--- src/rtl/riscv_pkg.sv ---
// Shared fetch/decode definitions: fetch FSM states, the canonical NOP and the
// base-ISA opcode values the decoders match against.
package riscv_pkg;

  typedef enum logic [1:0] {
    S_RESET = 2'd0,
    S_REQ   = 2'd1,
    S_WAIT  = 2'd2,
    S_HOLD  = 2'd3
  } fetch_state_e;

  localparam logic [31:0] NOP_INSTR = 32'h0000_0013;

  localparam logic [6:0] OP_LUI    = 7'b0110111;
  localparam logic [6:0] OP_AUIPC  = 7'b0010111;
  localparam logic [6:0] OP_JAL    = 7'b1101111;
  localparam logic [6:0] OP_JALR   = 7'b1100111;
  localparam logic [6:0] OP_BRANCH = 7'b1100011;
  localparam logic [6:0] OP_LOAD   = 7'b0000011;
  localparam logic [6:0] OP_STORE  = 7'b0100011;
  localparam logic [6:0] OP_IMM    = 7'b0010011;
  localparam logic [6:0] OP_REG    = 7'b0110011;
  localparam logic [6:0] OP_SYSTEM = 7'b1110011;

endpackage

--- src/rtl/instruction_fetch_unit_if.sv ---
// Instruction-memory port: one valid/ready request channel and a response channel.
interface instruction_fetch_unit_if #(
  parameter int XLEN = 32
);
  logic            imem_req_valid;
  logic            imem_req_ready;
  logic [XLEN-1:0] imem_addr;
  logic            imem_rsp_valid;
  logic [31:0]     imem_rsp_data;

  modport master (
    output imem_req_valid,
    output imem_addr,
    input  imem_req_ready,
    input  imem_rsp_valid,
    input  imem_rsp_data
  );

  modport slave (
    input  imem_req_valid,
    input  imem_addr,
    output imem_req_ready,
    output imem_rsp_valid,
    output imem_rsp_data
  );
endinterface

--- src/rtl/fetch_pc_gen.sv ---
// Combinational next-PC select for the fetch stage: redirect beats sequential
// advance, which beats hold. Redirect targets are forced to word alignment.
module fetch_pc_gen #(
  parameter int XLEN = 32
) (
  input  logic [XLEN-1:0] pc,
  input  logic            redirect_en,
  input  logic [XLEN-1:0] redirect_target,
  input  logic            advance,
  output logic [XLEN-1:0] pc_next,
  output logic [XLEN-1:0] pc_plus4,
  output logic            misalign
);

  always_comb begin
    pc_plus4 = pc + XLEN'(4);
    misalign = 1'b0;
    pc_next  = pc;
    if (redirect_en) begin
      pc_next  = {redirect_target[XLEN-1:2], 2'b00};
      misalign = (redirect_target[1:0] != 2'b00);
    end else if (advance) begin
      pc_next = pc_plus4;
    end
  end

endmodule

--- src/rtl/instruction_fetch_unit.sv ---
// Fetch stage: keeps the PC, issues one outstanding instruction-memory request
// at a time and hands each fetched word, pre-split into fields, to the decoder.
module instruction_fetch_unit
  import riscv_pkg::*;
#(
  parameter int              XLEN     = 32,
  parameter logic [XLEN-1:0] RESET_PC = '0
) (
  input  logic                     clk,
  input  logic                     rst,
  instruction_fetch_unit_if.master imem,
  input  logic                     redirect_valid,
  input  logic [XLEN-1:0]          redirect_target,
  output logic                     instr_valid,
  input  logic                     instr_ready,
  output logic [31:0]              instr,
  output logic [6:0]               op,
  output logic [2:0]               funct3,
  output logic [6:0]               funct7,
  output logic [XLEN-1:0]          pc_out,
  output logic [XLEN-1:0]          pc_plus4,
  output logic                     misalign_err,
  output logic [31:0]              fetch_count
);

  fetch_state_e    state_q, state_d;
  logic [XLEN-1:0] pc_q, pc_d;
  logic [31:0]     instr_q, instr_d;
  logic [31:0]     count_q, count_d;
  logic            drop_q, drop_d;
  logic            misalign_q, misalign_d;
  logic            req_valid_q, req_valid_d;
  logic            instr_valid_q, instr_valid_d;
  logic            redirect_en;
  logic            advance;

  assign redirect_en = redirect_valid && (state_q != S_RESET);
  assign advance     = (state_q == S_HOLD) && instr_ready;

  fetch_pc_gen #(.XLEN(XLEN)) u_pc_gen (
    .pc              (pc_q),
    .redirect_en     (redirect_en),
    .redirect_target (redirect_target),
    .advance         (advance),
    .pc_next         (pc_d),
    .pc_plus4        (pc_plus4),
    .misalign        (misalign_d)
  );

  // drop marks an accepted request whose response has been made stale by a redirect
  always_comb begin
    state_d = state_q;
    drop_d  = drop_q;
    instr_d = instr_q;
    count_d = count_q;
    case (state_q)
      S_RESET: state_d = S_REQ;
      S_REQ: begin
        if (imem.imem_req_ready) begin
          state_d = S_WAIT;
          drop_d  = redirect_en;
        end
      end
      S_WAIT: begin
        if (imem.imem_rsp_valid) begin
          drop_d = 1'b0;
          if (drop_q || redirect_en) begin
            state_d = S_REQ;
          end else begin
            instr_d = imem.imem_rsp_data;
            state_d = S_HOLD;
          end
        end else if (redirect_en) begin
          drop_d = 1'b1;
        end
      end
      S_HOLD: begin
        if (instr_ready || redirect_en) state_d = S_REQ;
        if (instr_ready) count_d = count_q + 32'd1;
      end
      default: state_d = S_RESET;
    endcase
    req_valid_d   = (state_d == S_REQ);
    instr_valid_d = (state_d == S_HOLD);
  end

  always_ff @(posedge clk or negedge rst) begin
    if (!rst) begin
      state_q       <= S_RESET;
      pc_q          <= RESET_PC;
      instr_q       <= NOP_INSTR;
      count_q       <= '0;
      drop_q        <= 1'b0;
      misalign_q    <= 1'b0;
      req_valid_q   <= 1'b0;
      instr_valid_q <= 1'b0;
    end else begin
      state_q       <= state_d;
      pc_q          <= pc_d;
      instr_q       <= instr_d;
      count_q       <= count_d;
      drop_q        <= drop_d;
      misalign_q    <= misalign_d;
      req_valid_q   <= req_valid_d;
      instr_valid_q <= instr_valid_d;
    end
  end

  assign imem.imem_req_valid = req_valid_q;
  assign imem.imem_addr      = pc_q;
  assign instr_valid         = instr_valid_q;
  assign instr               = instr_q;
  assign op                  = instr_q[6:0];
  assign funct3              = instr_q[14:12];
  assign funct7              = instr_q[31:25];
  assign pc_out              = pc_q;
  assign misalign_err        = misalign_q;
  assign fetch_count         = count_q;

endmodule

--- src/flat_wrapper.sv ---
// flat-port wrapper written by rule: the top's interface ports become plain ports
module instruction_fetch_unit_flat import riscv_pkg::*;
#(
  parameter int              XLEN     = 32,
  parameter logic [XLEN-1:0] RESET_PC = '0
)
  (clk, rst, redirect_valid, redirect_target, instr_valid, instr_ready, instr, op, funct3, funct7, pc_out, pc_plus4, misalign_err, fetch_count, imem_imem_req_valid, imem_imem_addr, imem_imem_req_ready, imem_imem_rsp_valid, imem_imem_rsp_data);
  instruction_fetch_unit_if #(.XLEN(XLEN)) imem_i ();
  input  logic clk;
  input  logic rst;
  input  logic redirect_valid;
  input  logic [XLEN-1:0] redirect_target;
  output logic instr_valid;
  input  logic instr_ready;
  output logic [31:0] instr;
  output logic [6:0] op;
  output logic [2:0] funct3;
  output logic [6:0] funct7;
  output logic [XLEN-1:0] pc_out;
  output logic [XLEN-1:0] pc_plus4;
  output logic misalign_err;
  output logic [31:0] fetch_count;
  output wire logic [$bits(imem_i.imem_req_valid)-1:0] imem_imem_req_valid;
  output wire logic [$bits(imem_i.imem_addr)-1:0] imem_imem_addr;
  input wire logic [$bits(imem_i.imem_req_ready)-1:0] imem_imem_req_ready;
  input wire logic [$bits(imem_i.imem_rsp_valid)-1:0] imem_imem_rsp_valid;
  input wire logic [$bits(imem_i.imem_rsp_data)-1:0] imem_imem_rsp_data;
  assign imem_imem_req_valid = imem_i.imem_req_valid;
  assign imem_imem_addr = imem_i.imem_addr;
  assign imem_i.imem_req_ready = imem_imem_req_ready;
  assign imem_i.imem_rsp_valid = imem_imem_rsp_valid;
  assign imem_i.imem_rsp_data = imem_imem_rsp_data;
  instruction_fetch_unit #(.XLEN(XLEN), .RESET_PC(RESET_PC)) u_core (.clk(clk), .rst(rst), .imem(imem_i), .redirect_valid(redirect_valid), .redirect_target(redirect_target), .instr_valid(instr_valid), .instr_ready(instr_ready), .instr(instr), .op(op), .funct3(funct3), .funct7(funct7), .pc_out(pc_out), .pc_plus4(pc_plus4), .misalign_err(misalign_err), .fetch_count(fetch_count));
endmodule
--- config.mk ---
export PLATFORM = sky130hd
export DESIGN_NAME = instruction_fetch_unit_flat
export DESIGN_NICKNAME = d
export VERILOG_FILES = /design/src/rtl/riscv_pkg.sv /design/src/rtl/instruction_fetch_unit_if.sv /design/src/rtl/fetch_pc_gen.sv /design/src/rtl/instruction_fetch_unit.sv /design/src/flat_wrapper.sv
export SDC_FILE = /design/constraint.sdc
export NUM_CORES = 1
export LEC_CHECK = 0
export CAP_MARGIN = 20
export CORE_MARGIN = 4
export CORE_UTILIZATION = 38
export CTS_CLUSTER_DIAMETER = 40
export DETAILED_ROUTE_END_ITERATION = 8
export GPL_TIMING_DRIVEN = 0
export PLACE_DENSITY = 0.86
export SLEW_MARGIN = 0
export SYNTH_ARGS = -nofsm -noshare
export SYNTH_HDL_FRONTEND = slang
export SYNTH_SLANG_ARGS = --single-unit
--- constraint.sdc ---
create_clock -name clk -period 1.99 [get_ports clk]
set_input_delay 0.2985 -clock clk [delete_from_list [all_inputs] [get_ports clk]]
set_output_delay 0.2985 -clock clk [all_outputs]
set_load 0.01 [all_outputs]
# After elaboration in Yosys (flattened, before gate mapping)
# Index checks and enable logic that the tools add are counted.
totals:
  ff_bits: 102
  inputBits: 70
  out_inout_bits: 180
  word_cells: 42
classes:
  n_addsub: 2
  n_eq_ne: 7
  mux: 12
  bitwise: 1
  reduce_logical: 12
ops:
  columns: ["cell", "count"]
  rows:
  - ["$mux W32", 2]
  - ["$add A32 B1 Y32 const B", 1]
  - ["$add A32 B3 Y32 const B", 1]
  - ["$mux W2", 4]
  - ["$pmux W2 S4", 1]
  - ["$reduce_bool A2 Y1", 4]
  - ["$eq A2 B2 Y1 const B", 3]
  - ["$reduce_and A3 Y1", 2]
  - ["$eq A2 B1 Y1 const B", 2]
  - ["$mux W1", 4]
  - ["$ne A3 B2 Y1 const B", 1]
  - ["$logic_and A1 B1 Y1", 2]
  - ["$logic_not A2 Y1", 1]
  - ["$logic_or A1 B1 Y1", 2]
  - ["$ne A2 B2 Y1 const B", 1]
  - ["$pmux W1 S2", 1]
  - ["$reduce_and A2 Y1", 1]
  - ["$not A1 Y1", 1]

# Logic depth before layout (Yosys ltp)
logic_depth:
  word_depth: 7
  depth_mapped: 7
  mapped_depth_nobuf: 6

# Hierarchy
# From an unflattened synthesis, not the netlist that was laid out.
unflattened:
  hier_cells: 558
  area_unflattened_um2: 5610.4
modules_own_cells:
  columns: ["mod", "n_inst", "cells_each", "area_per_inst_um2", "seq_area_each_um2"]
  rows:
  - ["instruction_fetch_unit", 1, 305, 4119.0, 2556.2]
  - ["fetch_pc_gen", 1, 253, 1491.4, 0.0]

# Worst setup path after synthesis
# OpenSTA, ideal clock, no wires.
synth_path:
  kind: "register -> output"
  from: "register u_core.pc_q[3], in the netlist u_core.imem.imem_addr[3]"
  to: "output pc_plus4[16]"
  t_arrival_ps: 1771
  required_ps: 1691
  setup_slack_ps: -80
  path_stages_with_launch: 6
  n_path_buf: 0
  path_cell_list: "dfrtp_1 -> ha_1 -> nand3_2 -> nor3_1 -> and3_1 -> xor2_1"
synth_via:
  elab_chain_cells: 1
synth_rtl:
  columns: ["item", "line_no", "rtl"]
  rows:
  - ["start, declared", "instruction_fetch_unit.sv:27", "logic [XLEN-1:0] pc_q, pc_d;"]
  - ["start signal, assigned", "instruction_fetch_unit.sv:99", "pc_q <= pc_d;"]
  - ["$add A32 B3 Y32", "fetch_pc_gen.sv:16", "pc_plus4 = pc + XLEN'(4);"]
  - ["end, declared", "flat_wrapper.sv:20", "output logic [XLEN-1:0] pc_plus4;"]
# Every way passes these cells.

# Worst setup path in the final report
layout_path:
  from: "register u_core.pc_q[13], in the netlist u_core.imem.imem_addr[13]"
  to: "output pc_plus4[17]"
# Same word-level chain as after synthesis.

==> results.py <==
metrics = {
    "cells_and_area": {
        "areaGrowthSynthToFinish_pct": 75.9,
        "layout-drive-gt1-share": 0.362,
        "antenna_cells": 0,
        "multi_input_comb_area_mm2": 0.00274,
        "final_cell_area_mm2": 0.00945,
        "post_layout_nonfiller_instances": 1036,
        "nFillCells": 1013,
        "nets": 923,
        "final_util": 0.681,
        "seqCellArea_mm2": 0.00253,
    },
    "drt": {
        "routed_wl_um": 20200,
        "dr.first_iter.drc_count": 322,
        "avgRoutedWirePerCell_um": 19.5,
        "detail-route-antenna-nets": 0,
        "drt-vias-per-instance": 5.26,
        "detail_route.drc_violations": 0,
        "detailedRoute.firstPassIterationCount": 5,
        "vias": 5453,
    },
    "setup_path": {
        "reg2reg_from": "u_core.imem.imem_addr[10]",
        "critPathKind": "flop to output pin",
        "critPathCaptureType": "output pin",
        "r2r_setup_slack_ns": -0.08,
        "critical_path_arrival_ns": 2.08,
        "crit_path_end": "pc_plus4[17]",
        "crit-reg2reg-capture": "u_core.imem.imem_addr[24]",
        "cp_data_required_time_ns": 1.69,
        "r2r_cells": 10,
        "startpoint_type": "flop",
        "critPathLaunch": "u_core.imem.imem_addr[13]",
        "crit_path_max_fanout": 3,
    },
    "placed_design": {
        "placed_cells_incl_taps": 934,
        "post-place-ws_ns": -0.817,
        "dp_hpwl_um": 12700,
        "gpl.final_weighted_congestion": 0.836,
        "port_buffers": 242,
        "place_area_mm2": 0.00806,
    },
    "synth": {
        "synthesis.yosys.warnings": 0,
        "synth.yosys.seq_area_share": 0.467,
        "post_synth_num_cell_types": 51,
        "post_synth_instance_area_mm2": 0.00537,
        "synth-seq-cells": 100,
        "syn_area_per_cell_um2": 10.6,
        "synth_cells": 506,
        "post_synth_edffs": 0,
        "async_set_reset_flop_share_out_of_synthesis": 1.00,
        "synth-main-ff-cell": "sky130_fd_sc_hd__dfrtp_1",
    },
    "outcome": {
        "run_status": "complete, but fails checks",
        "failed_checks": "setup timing",
    },
    "sta": {
        "maxSlewHeadroom": 0.503,
        "fin_crit_ns": 2.38,
        "final.setup.tns_ns": -6.27,
        "slew_at_the_pin_closest_to_its_max_slew_limit_ns": 0.746,
        "finalCritPeriodShare": 1.19,
        "fin_worst_skew_ns": 0.00744,
        "post-route-worst-setup-slack_ns": -0.387,
        "hold_viol": 0,
        "unrepaired_setup_endpoints_after_global_routing": "yes",
        "timing_max_transition_violations_final": 0,
        "setup_viol": 27,
        "maxClockFrequency_mhz": 421,
    },
    "floorplanning": {
        "floorplan.die.height_um": 127,
        "starting_utilization_of_the_core_area": 0.387,
        "die_w_um": 127,
        "boundaryPins": 250,
        "row_count": 43,
        "fp.coreArea_mm2": 0.0139,
        "overall_die_area_mm2": 0.0161,
    },
    "clock_network": {
        "clk_path_buf_depth": 2,
        "clk_transition_reported_paths_ns": 0.07,
        "clk-insertion-delay-late_ns": 0.35,
        "ctsHtreeMaxLevel": 3,
        "tritoncts": "built",
        "clock_tree.root_cell": "sky130_fd_sc_hd__clkbuf_16",
        "numCtsBuffers": 9,
        "clock_sink_count": 100,
    },
    "global_routing": {
        "grt_max_degree": 58,
        "grtUsageTotal": 0.231,
        "overflow_left_after_global_routing": 0,
        "antenna_found_initial": 0,
        "first_global_vias": 5471,
        "grt_first_pass_wirelength_um": 29500,
    },
    "pwr": {
        "irDropWorstVdd_uv": 834,
        "p_per_area_mw_per_mm2": 1330,
        "static_leakage_nw": 4.34,
    },
    "flow_run": {
        "drv.max_cap_violation_count": 0,
    },
    "min_path": {
        "hold_path_class": "input pin to flop",
    },
}
==> cell usage after synthesis, types with 3 or more instances <==
cell | n | area [um2]
sky130_fd_sc_hd__a21oi_1 | 9 | 45.0
sky130_fd_sc_hd__clkbuf_1 | 9 | 33.8
sky130_fd_sc_hd__xnor2_1 | 38 | 333
sky130_fd_sc_hd__nand2_1 | 38 | 143
sky130_fd_sc_hd__dfstp_2 | 3 | 78.8
sky130_fd_sc_hd__nand4_1 | 11 | 68.8
sky130_fd_sc_hd__and3_1 | 13 | 81.3
sky130_fd_sc_hd__nor2_1 | 22 | 82.6
sky130_fd_sc_hd__a222oi_1 | 3 | 30.0
sky130_fd_sc_hd__buf_4 | 56 | 420
sky130_fd_sc_hd__mux2_1 | 4 | 45.0
sky130_fd_sc_hd__and4_1 | 6 | 52.6
sky130_fd_sc_hd__inv_1 | 11 | 41.3
sky130_fd_sc_hd__nand4b_1 | 3 | 26.3
sky130_fd_sc_hd__o21ai_0 | 14 | 70.1
sky130_fd_sc_hd__nor3_1 | 13 | 65.1
sky130_fd_sc_hd__a21o_1 | 12 | 90.1
sky130_fd_sc_hd__nand3_2 | 3 | 30.0
sky130_fd_sc_hd__a221o_1 | 5 | 50.1
sky130_fd_sc_hd__a31oi_1 | 3 | 18.8
sky130_fd_sc_hd__mux2_2 | 28 | 315
sky130_fd_sc_hd__buf_2 | 11 | 55.1
sky130_fd_sc_hd__dfrtp_1 | 97 | 2430
sky130_fd_sc_hd__xor2_1 | 19 | 166
sky130_fd_sc_hd__nand4_2 | 3 | 37.5
sky130_fd_sc_hd__nor4_1 | 6 | 37.5
sky130_fd_sc_hd__a22o_1 | 12 | 105
sky130_fd_sc_hd__o311ai_0 | 3 | 26.3
sky130_fd_sc_hd__nand3_1 | 21 | 105
==> through the flow <==
| step | hold slack (ns) | power [mW] |
|---|---|---|
| after floorplan | 0.00291 | 6.17 |
| after global placement | 0.456 | 9.55 |
| after detailed placement | 0.357 | 9.68 |
| after CTS | 0.394 | 12.0 |
| after global routing | 0.439 | 13.1 |
| final | 0.397 | 12.5 |
==> logic make-up (layout without fill, tap and decap cells) <==
logic type	count (synthesis)	in the layout	share of synthesized area
other	1	6	0.000698
and+or+nand+nor	149	149	0.157
buffers and inverters	89	434	0.104
AOI/OAI and AO/OA	73	73	0.0986
DFF	100	100	0.467
muxes	33	33	0.0690
adders and majority gates	2	2	0.00466
xor gates and xnor gates	59	59	0.0990
==> registers in the layout, indices dropped and copies added, names as in the netlist <==
| name | cells |
|---|---|
| u_core.drop_q | 1 |
| u_core.fetch_count | 32 |
| u_core.imem.imem_addr | 30 |
| u_core.imem.imem_req_valid | 1 |
| u_core.instr | 32 |
| u_core.instr_valid | 1 |
| u_core.misalign_err | 1 |
| u_core.state_q | 2 |
==> placed cells by master, fill, tap and decap left out, types with 4 or more instances in the layout <==
cell type | Yosys | final
sky130_fd_sc_hd__clkdlybuf4s50_1 | 0 | 211
sky130_fd_sc_hd__buf_4 | 56 | 122
sky130_fd_sc_hd__dfrtp_1 | 97 | 79
sky130_fd_sc_hd__nand2_1 | 38 | 34
sky130_fd_sc_hd__buf_2 | 11 | 29
sky130_fd_sc_hd__mux2_2 | 28 | 28
sky130_fd_sc_hd__buf_6 | 0 | 26
sky130_fd_sc_hd__xnor2_1 | 38 | 26
sky130_fd_sc_hd__dfrtp_2 | 0 | 18
sky130_fd_sc_hd__nor2_1 | 22 | 17
sky130_fd_sc_hd__xor2_1 | 19 | 16
sky130_fd_sc_hd__xnor2_2 | 2 | 14
sky130_fd_sc_hd__nand3_1 | 21 | 13
sky130_fd_sc_hd__o21ai_0 | 14 | 13
sky130_fd_sc_hd__a21o_1 | 12 | 12
sky130_fd_sc_hd__a22o_1 | 12 | 12
sky130_fd_sc_hd__inv_1 | 11 | 11
sky130_fd_sc_hd__nand4_1 | 11 | 11
sky130_fd_sc_hd__a21oi_1 | 9 | 9
sky130_fd_sc_hd__and3_1 | 13 | 9
sky130_fd_sc_hd__nor3_1 | 13 | 9
sky130_fd_sc_hd__clkbuf_16 | 0 | 9
sky130_fd_sc_hd__nand3_4 | 0 | 7
sky130_fd_sc_hd__clkbuf_1 | 9 | 7
sky130_fd_sc_hd__conb_1 | 1 | 6
sky130_fd_sc_hd__nor2_4 | 0 | 5
sky130_fd_sc_hd__a221o_1 | 5 | 5
sky130_fd_sc_hd__nand3_2 | 3 | 4
sky130_fd_sc_hd__nor4_4 | 2 | 4
sky130_fd_sc_hd__and4_1 | 6 | 4
sky130_fd_sc_hd__mux2_1 | 4 | 4
sky130_fd_sc_hd__nor4_1 | 6 | 4
==> worst min-delay path by stage <==
stage	startpoint	end	depth (start not counted)
after detailed placement	rst	u_core.fetch_count[31]	1
after global placement	u_core.fetch_count[31]	u_core.fetch_count[31]	1
after global routing	redirect_valid	u_core.drop_q	3
after floorplan	rst	u_core.drop_q	0
final	redirect_valid	u_core.drop_q	3
after CTS	redirect_valid	u_core.drop_q	3
==> timing repair <==
action	4_1_cts	5_1_grt
gates resized for setup	200	48
endpoints found under the setup margin	73	43
setup buffers	68	28
pin swaps	33	30
endpoints found under the hold margin	43	0
hold buffers	1	0
==> worst max-delay path: stages (launching register included) <==
cell and delay, ns:
sky130_fd_sc_hd__dfrtp_1 0.43, sky130_fd_sc_hd__buf_6 0.13, sky130_fd_sc_hd__buf_6 0.10, sky130_fd_sc_hd__nand4_1 0.19, sky130_fd_sc_hd__nor4_4 0.37, sky130_fd_sc_hd__buf_4 0.19, sky130_fd_sc_hd__xor2_1 0.14, sky130_fd_sc_hd__buf_2 0.18
==> final cells by class <==
class                           instances  area share
Clock inverter                          6     0.00411
Buffer                                 74      0.0568
Inverter                               11     0.00437
Sequential cell                       100       0.268
Tap cell                              180      0.0238
Clock buffer                           10      0.0253
Timing Repair Buffer                  333       0.328
Multi-Input combinational cell        322       0.290
==> metal layers <==
metal / GRT usage / up-vias / part of all wire / wire (um)
met5: 0 / - / 0 / 0
li1: - / 2433 / - / -
met3: 0.0539 / 68 / 0.081 / 1640
met1: 0.275 / 2641 / 0.37 / 7540
met4: 0.0921 / 0 / 0.039 / 791
met2: 0.403 / 311 / 0.51 / 10200
==> report_power, final <==
group	total, mW	internal, mW	switching, mW
clock network	1.68	0.882	0.799
registers	3.53	2.73	0.801
logic	7.31	4.23	3.08
Note: power is estimated with default switching activity, not from simulation.
